<file path="src/rtl/jtag_load_ctrl.sv">
// Program-load sequencer: streams DEPTH data words then DEPTH instruction words (highest
// address first) into the memories, then releases the core. Optional macro: LOAD_CHECKSUM_EN.
module jtag_load_ctrl #(
   parameter int W     = 32,
   parameter int DEPTH = 512,
   parameter int AW    = 9
) (
   input  logic          clk,
   input  logic          rst_n,
   input  logic          jen,
   input  logic [W-1:0]  jin,
   output logic          dmem_we,
   output logic          imem_we,
   output logic [AW-1:0] mem_addr,
   output logic [W-1:0]  mem_wdata,
   output logic          cpu_rst_n,
   output logic          load_done,
   output logic          overflow,
   output logic [W-1:0]  jout
);

   localparam int CW = AW + 1;
   localparam logic [CW-1:0] LAST_D = CW'(DEPTH - 1);
   localparam logic [CW-1:0] LAST_I = CW'(2 * DEPTH - 1);

   typedef enum logic [2:0] {
      S_IDLE,
      S_LOAD_D,
      S_LOAD_I,
      S_DONE,
      S_RUN
   } state_t;

   state_t          state_q, state_d;
   logic [CW-1:0]   cnt_q, cnt_d;
   logic            ovf_q, ovf_d;
   logic            dwe_q, dwe_d;
   logic            iwe_q, iwe_d;
   logic [AW-1:0]   addr_q, addr_d;
   logic [W-1:0]    wdata_q, wdata_d;
   logic [CW-1:0]   k;
   logic            accept;

   always_ff @(posedge clk) begin
      if (!rst_n) begin
         state_q <= S_IDLE;
         cnt_q   <= '0;
         ovf_q   <= 1'b0;
         dwe_q   <= 1'b0;
         iwe_q   <= 1'b0;
         addr_q  <= '0;
         wdata_q <= '0;
      end else begin
         state_q <= state_d;
         cnt_q   <= cnt_d;
         ovf_q   <= ovf_d;
         dwe_q   <= dwe_d;
         iwe_q   <= iwe_d;
         addr_q  <= addr_d;
         wdata_q <= wdata_d;
      end
   end

   always_comb begin
      state_d = state_q;
      cnt_d   = cnt_q;
      ovf_d   = ovf_q;
      dwe_d   = 1'b0;
      iwe_d   = 1'b0;
      addr_d  = addr_q;
      wdata_d = wdata_q;
      k       = cnt_q;
      accept  = 1'b0;

      case (state_q)
         S_IDLE, S_RUN: begin
            // A word offered here always starts a fresh image at word 0.
            if (jen) begin
               accept = 1'b1;
               k      = '0;
               ovf_d  = 1'b0;
            end
         end
         S_LOAD_D, S_LOAD_I: begin
            if (jen) accept = 1'b1;
         end
         S_DONE: begin
            if (jen) ovf_d = 1'b1;
            else     state_d = S_RUN;
         end
         default: state_d = S_IDLE;
      endcase

      if (accept) begin
         wdata_d = jin;
         cnt_d   = k + CW'(1);
         if (k <= LAST_D) begin
            dwe_d  = 1'b1;
            addr_d = AW'(LAST_D - k);
         end else begin
            iwe_d  = 1'b1;
            addr_d = AW'(LAST_I - k);
         end
         // Checking LAST_D second covers DEPTH=1, where word 0 leads straight to LOAD_I.
         if (k == LAST_I)      state_d = S_DONE;
         else if (k >= LAST_D) state_d = S_LOAD_I;
         else                  state_d = S_LOAD_D;
      end
   end

   assign dmem_we   = dwe_q;
   assign imem_we   = iwe_q;
   assign mem_addr  = addr_q;
   assign mem_wdata = wdata_q;
   assign cpu_rst_n = (state_q == S_RUN);
   assign load_done = (state_q == S_RUN);
   assign overflow  = ovf_q;

`ifdef LOAD_CHECKSUM_EN
   logic [W-1:0] sum_q, sum_d;
   logic         start;

   always_comb begin
      start = accept && ((state_q == S_IDLE) || (state_q == S_RUN));
      sum_d = sum_q;
      if (accept) sum_d = start ? jin : (sum_q + jin);
   end

   always_ff @(posedge clk) begin
      if (!rst_n) sum_q <= '0;
      else        sum_q <= sum_d;
   end

   assign jout = ((state_q == S_DONE) || (state_q == S_RUN)) ? sum_q : '0;
`else
   assign jout = '0;
`endif

endmodule

</file>
<file path="config.mk">
export PLATFORM = sky130hd
export DESIGN_NAME = jtag_load_ctrl
export DESIGN_NICKNAME = d
export VERILOG_FILES = /design/src/rtl/jtag_load_ctrl.sv
export SDC_FILE = /design/constraint.sdc
export NUM_CORES = 1
export LEC_CHECK = 0
export ABC_AREA = 1
export CAP_MARGIN = 5
export CORE_ASPECT_RATIO = 1.1
export CORE_MARGIN = 4
export CORE_UTILIZATION = 25
export DETAILED_ROUTE_END_ITERATION = 6
export SLEW_MARGIN = 5
export SYNTH_ARGS = -nofsm -noshare
export SYNTH_HDL_FRONTEND = slang
export SYNTH_SLANG_ARGS = --single-unit
export TNS_END_PERCENT = 1
</file>
<file path="constraint.sdc">
create_clock -name clk -period 1.6 [get_ports clk]
set_input_delay 0.16 -clock clk [delete_from_list [all_inputs] [get_ports clk]]
set_output_delay 0.16 -clock clk [all_outputs]
set_load 0.01 [all_outputs]
</file>
Yosys cells after proc, flatten, opt, wreduce, memory -nomap -nowiden --
Cells that the tools add are included.
Operators by class: add/sub/neg operators 3, equal/unequal tests 9, mux-type cells 15, $lt $le $gt $ge 2, reduce and logical (&&, ||, !) cells 7
Operator list (count):
- 10-bit two-way mux | 2
- 9-bit subtractor, first input constant | 2
- 10-bit by 1-bit adder with 10-bit output, second input constant | 1
- 10-bit equality test, second input constant | 1
- 10-bit by 9-bit >= comparator with 1-bit output, second input constant | 1
- 10-bit by 9-bit <= comparator with 1-bit output, second input constant | 1
- 9-bit two-way mux | 1
- 3-bit by 2-bit equality test with 1-bit output, second input constant | 2
- 1-bit two-way mux | 6
- 3-bit two-way mux | 2
- 3-bit case mux with 2 select lines | 1
- 2-bit two-way mux | 2
- 2-bit != test, second input constant | 2
- 2-bit AND reduction | 2
- 4-bit OR reduction | 1
- 3-bit by 1-bit equality test with 1-bit output, second input constant | 1
- 3-bit equality test, second input constant | 1
- 3-bit logical NOT | 1
- 3-bit != test, second input constant | 1
- 3-bit AND reduction | 1
- 2-bit by 1-bit != test with 1-bit output, second input constant | 1
- 1-bit case mux with 2 select lines | 1
- 2-bit nonzero test | 1
- 2-bit OR reduction | 1
Word-level totals: register bits after elaboration 57, output and inout port bits 78, logic and storage cells 43, input port bits 35

Depth between registers and ports, before layout --
depth in word-level cells 7, depth in mapped cells 13, depth with buffers taken out 12

Worst setup path before layout --
No wires, ideal clock.
kind flip-flop to flip-flop, start point register state_q[0], end point register state_q[0], setup time 0.112 ns, cell stages (with the launch flop) 14, slack 0.029 ns, arrival 1.459 ns, period minus slack after synthesis 1.571 ns, path through dfxtp_1 nor2_2 nand2_4 buf_12 nand2_1 inv_1 ha_1 nand4_4 nor2_4 nand2_1 nand2_1 nand2_1 nand2_1 nand2_1
Between the ends: cells in the longest elaborated chain, start to end 7
Ends and longest elaborated chain:
- start: declaration | line 34 | state_t state_q, state_d;
- start signal: assignment | line 54 | state_q <= state_d;
- 3-bit equality test / 3-bit logical NOT (equally long branches) | line 75 | case (state_q)
- 2-bit OR reduction | line 75
- 10-bit two-way mux | line 75
- 10-bit by 9-bit >= comparator with 1-bit output | line 106 | else if (k >= LAST_D) state_d = S_LOAD_I;
- 2-bit two-way mux | line 106
- 2-bit two-way mux | line 105 | if (k == LAST_I) state_d = S_DONE;
- 3-bit two-way mux | line 94 | if (accept) begin
Several ways; a longest one is shown, not always the timed one. A chain may end at the register's enable or synchronous reset.

Final worst setup path --
start point register state_q[1], end point register state_q[0]
The elaborated chain is that of the path after synthesis.

==> results.json <==
{
  "status": "completed",
  "clock_tree.root_cell": "clkbuf_8",
  "power_frac_seq_pct": 52.1,
  "p_clk_share_pct": 29.1,
  "initialDrtViolationCount": 65,
  "path_max_fanout": 5,
  "rsz0062_at_grt": "true",
  "hold_path_startpoint": "jin[22]",
  "grt_pass1_vias": 2074,
  "setup_viol": 0,
  "gr-total-overflow": 0,
  "reg2reg_to": "state_q[0]",
  "synth_most_common_cell": "nor2_1",
  "vias_per_cell": 4.16,
  "p_comb_share_pct": 18.9,
  "r2r_cells": 10,
  "grt_pass1_wl_mm": 10.2,
  "hold_buffers": 0,
  "clock_latency_ns": 0.31,
  "ys_top_cells_by_area": "dfxtp_1 44%, nor2_1 12%, buf_4 11%",
  "required_ns": 1.81,
  "die_x_um": 104,
  "timing.setup.critical_path_class": "reg2reg",
  "ys_types": 32,
  "ant_nets": 0,
  "syn2layout_area_growth_pct": 41.1,
  "yosys-top-cells-count": "80 x nor2_1, 56 x dfxtp_1, 44 x o21ai_0, 37 x buf_4, 28 x nand2_1",
  "ir_drop_mv": 0.297,
  "dieArea_um2": 11800,
  "core.rowCount": 38,
  "die_h_um": 114,
  "drc": 0,
  "htree_levels": 2,
  "grtUsageTotal_pct": 10.5,
  "nNetsFinal": 459,
  "synth-warning-count": 0,
  "p_switching_w": 0.000790,
  "drt-total-wl_mm": 6.37,
  "max_cap_viol_count": 0,
  "rrSetupSlack_ns": 0.08,
  "initial_core_util_pct": 25.6,
  "yosys.area.top_type": "dfxtp_1",
  "cts_tree": "built",
  "power_density_nw_per_um2": 814,
  "whs_path_depth": 3,
  "clkTransAtPathRegs_ns": 0.11,
  "worstHoldEndpoint": "mem_wdata[22]",
  "seqCellArea_um2": 1130,
  "p_int_w": 0.00212,
  "dpl.hpwl_mm": 4.69,
  "min_period_ns": 1.52,
  "synth_edf_count": 0,
  "fp.coreArea_um2": 9890,
  "portBuffers": 80,
  "hp-class": "in2reg",
  "antenna_found_initial": 0,
  "yosysSeqAreaShare_pct": 44.3,
  "synth.avg_cell_area_um2": 7.74,
  "multi_input_area_um2": 1090,
  "cts_buffer_depth": 2,
  "finClkSkew_ns": 0.00578,
  "syn_inst": 327,
  "r2r-start": "state_q[1]",
  "clkSinkCount": 56,
  "setup_tns_ns": 0,
  "synth_top_cell_area_share_pct": 44.3,
  "fin_crit_sh_pct": 94.9,
  "ios": 113,
  "crit_arrival_ns": 1.73,
  "numPlacedInstances": 536,
  "critical_path.startpoint_type": "flip-flop",
  "grt_max_degree": 30,
  "gp_congestion": 0.798,
  "wire_per_inst_um": 11.7,
  "num_antenna_cells": 0,
  "p_leak_nw": 1.51,
  "dr.pass1.iters": 4,
  "synth_seq_cells": 56,
  "finalHoldViolations": 0,
  "ys_async_sr_fraction_pct": 0,
  "fmax_mhz": 658,
  "vias": 2263,
  "cts_buffers": 5,
  "netlist_area_um2": 2530,
  "drv_slew": 0,
  "nFillCells": 1031,
  "synth_ff_type": "dfxtp_1",
  "final_cells": 544,
  "drive_gt1_share_pct": 12.5,
  "startpoint": "state_q[1]",
  "p_sw_share_pct": 27.2,
  "end_kind": "flip-flop"
}
## kinds of logic (layout without fill, tap and decap cells)
group           count (synthesis)  in the layout  synth area share (%)
buf+inv                        70            136                  18.0
xor+xnor                        1              1                 0.346
flops                          56             56                  44.3
compound gates                 64             64                  13.4
fa+ha+maj                       1              1                 0.494
other cells                     1             32                 0.148
simple gates                  134            134                  23.4
## routing by layer
layer | vias up | global-route usage (%) | wire length (um) | part of all wire [%]
met4 | 0 | 3.28 | 55 | 0.86
met5 | - | 0 | 0 | 0
met3 | 4 | 3.17 | 438 | 6.9
met1 | 1016 | 13.1 | 2920 | 46
li1 | 1173 | - | - | -
met2 | 70 | 17.4 | 2960 | 46
## critical path, stage by stage, from the launching register on
cell	delay (ns)
dfxtp_4	0.39
nor2_4	0.05
a21oi_2	0.21
ha_4	0.19
nand4_4	0.13
nor2_4	0.15
nand2_1	0.07
nand2_1	0.08
nand2_1	0.05
nand2_1	0.05
nand2_1	0.05
## sequential cells by signal, summed over array words and instances (netlist names)
signal / cells
mem_wdata: 32
cnt_q: 10
mem_addr: 8
state_q: 3
dmem_we: 1
imem_we: 1
overflow: 1
## layout by cell type (no fill, tap or decap), types with 2 or more instances in the layout
| cell type | instances |
|---|---|
| nor2_1 | 79 |
| conb_1 | 32 |
| clkbuf_8 | 6 |
| inv_1 | 16 |
| a211oi_1 | 2 |
| nand3_1 | 11 |
| clkdlybuf4s50_1 | 78 |
| nor2_2 | 2 |
| nand2_2 | 3 |
| nand4_1 | 2 |
| nor2_4 | 2 |
| inv_2 | 2 |
| a31oi_1 | 6 |
| dlygate4sd2_1 | 2 |
| nand2_1 | 28 |
| buf_4 | 27 |
| dfxtp_1 | 54 |
| a21oi_1 | 8 |
| nor3_1 | 2 |
| o21ai_1 | 2 |
| o21ai_0 | 44 |
## stage by stage
| step | util [%] | hold slack (ns) | setup WS, ns | instance area [um^2] | total power [W] |
|---|---|---|---|---|---|
| 2_1_floorplan | - | 0.238 | 0.0291 | 2650 | 0.00185 |
| 3_3_place_gp | 34.8 | 0.465 | -0.212 | 3440 | 0.00208 |
| 3_5_place_dp | 34.8 | 0.462 | -0.295 | 3440 | 0.00209 |
| 4_1_cts | 35.9 | 0.453 | 0.0388 | 3550 | 0.00295 |
| 5_1_grt | 36.1 | 0.456 | -0.0407 | 3570 | 0.00305 |
| 6_report | 36.1 | 0.465 | 0.0809 | 3570 | 0.00291 |
## power by group through the flow
stage / logic, W / registers, W / clock network (W)
6_report: 0.000549 / 0.00151 / 0.000845
4_1_cts: 0.000547 / 0.00152 / 0.000885
3_3_place_gp: 0.000540 / 0.00154 / 0
2_1_floorplan: 0.000273 / 0.00158 / 0
3_5_place_dp: 0.000543 / 0.00155 / 0
5_1_grt: 0.000599 / 0.00153 / 0.000930
## final cells by class
class | instances | share of cell area [%]
well taps | 120 | 4.20
clock buffers | 6 | 2.31
multi-input cells | 232 | 30.7
inverters | 19 | 2.00
repair buffers | 109 | 28.9
clock inverters | 2 | 0.385
flip-flops and latches | 56 | 31.5
## worst max-delay path by stage
| stage | end | depth (start not counted) |
|---|---|---|
| finish | state_q[0] | 10 |
| global route | state_q[0] | 10 |
| CTS | state_q[0] | 12 |
| detailed placement | state_q[0] | 10 |
| global placement | state_q[0] | 10 |
| floorplan | state_q[0] | 13 |
## repair_timing
item | in CTS | in global routing
buffers inserted | 0 | 0
endpoints found under the setup margin | 3 | 7
pin swaps | 0 | 1
resized for setup | 5 | 7
No activity file was read; power rests on OpenSTA's default activity.
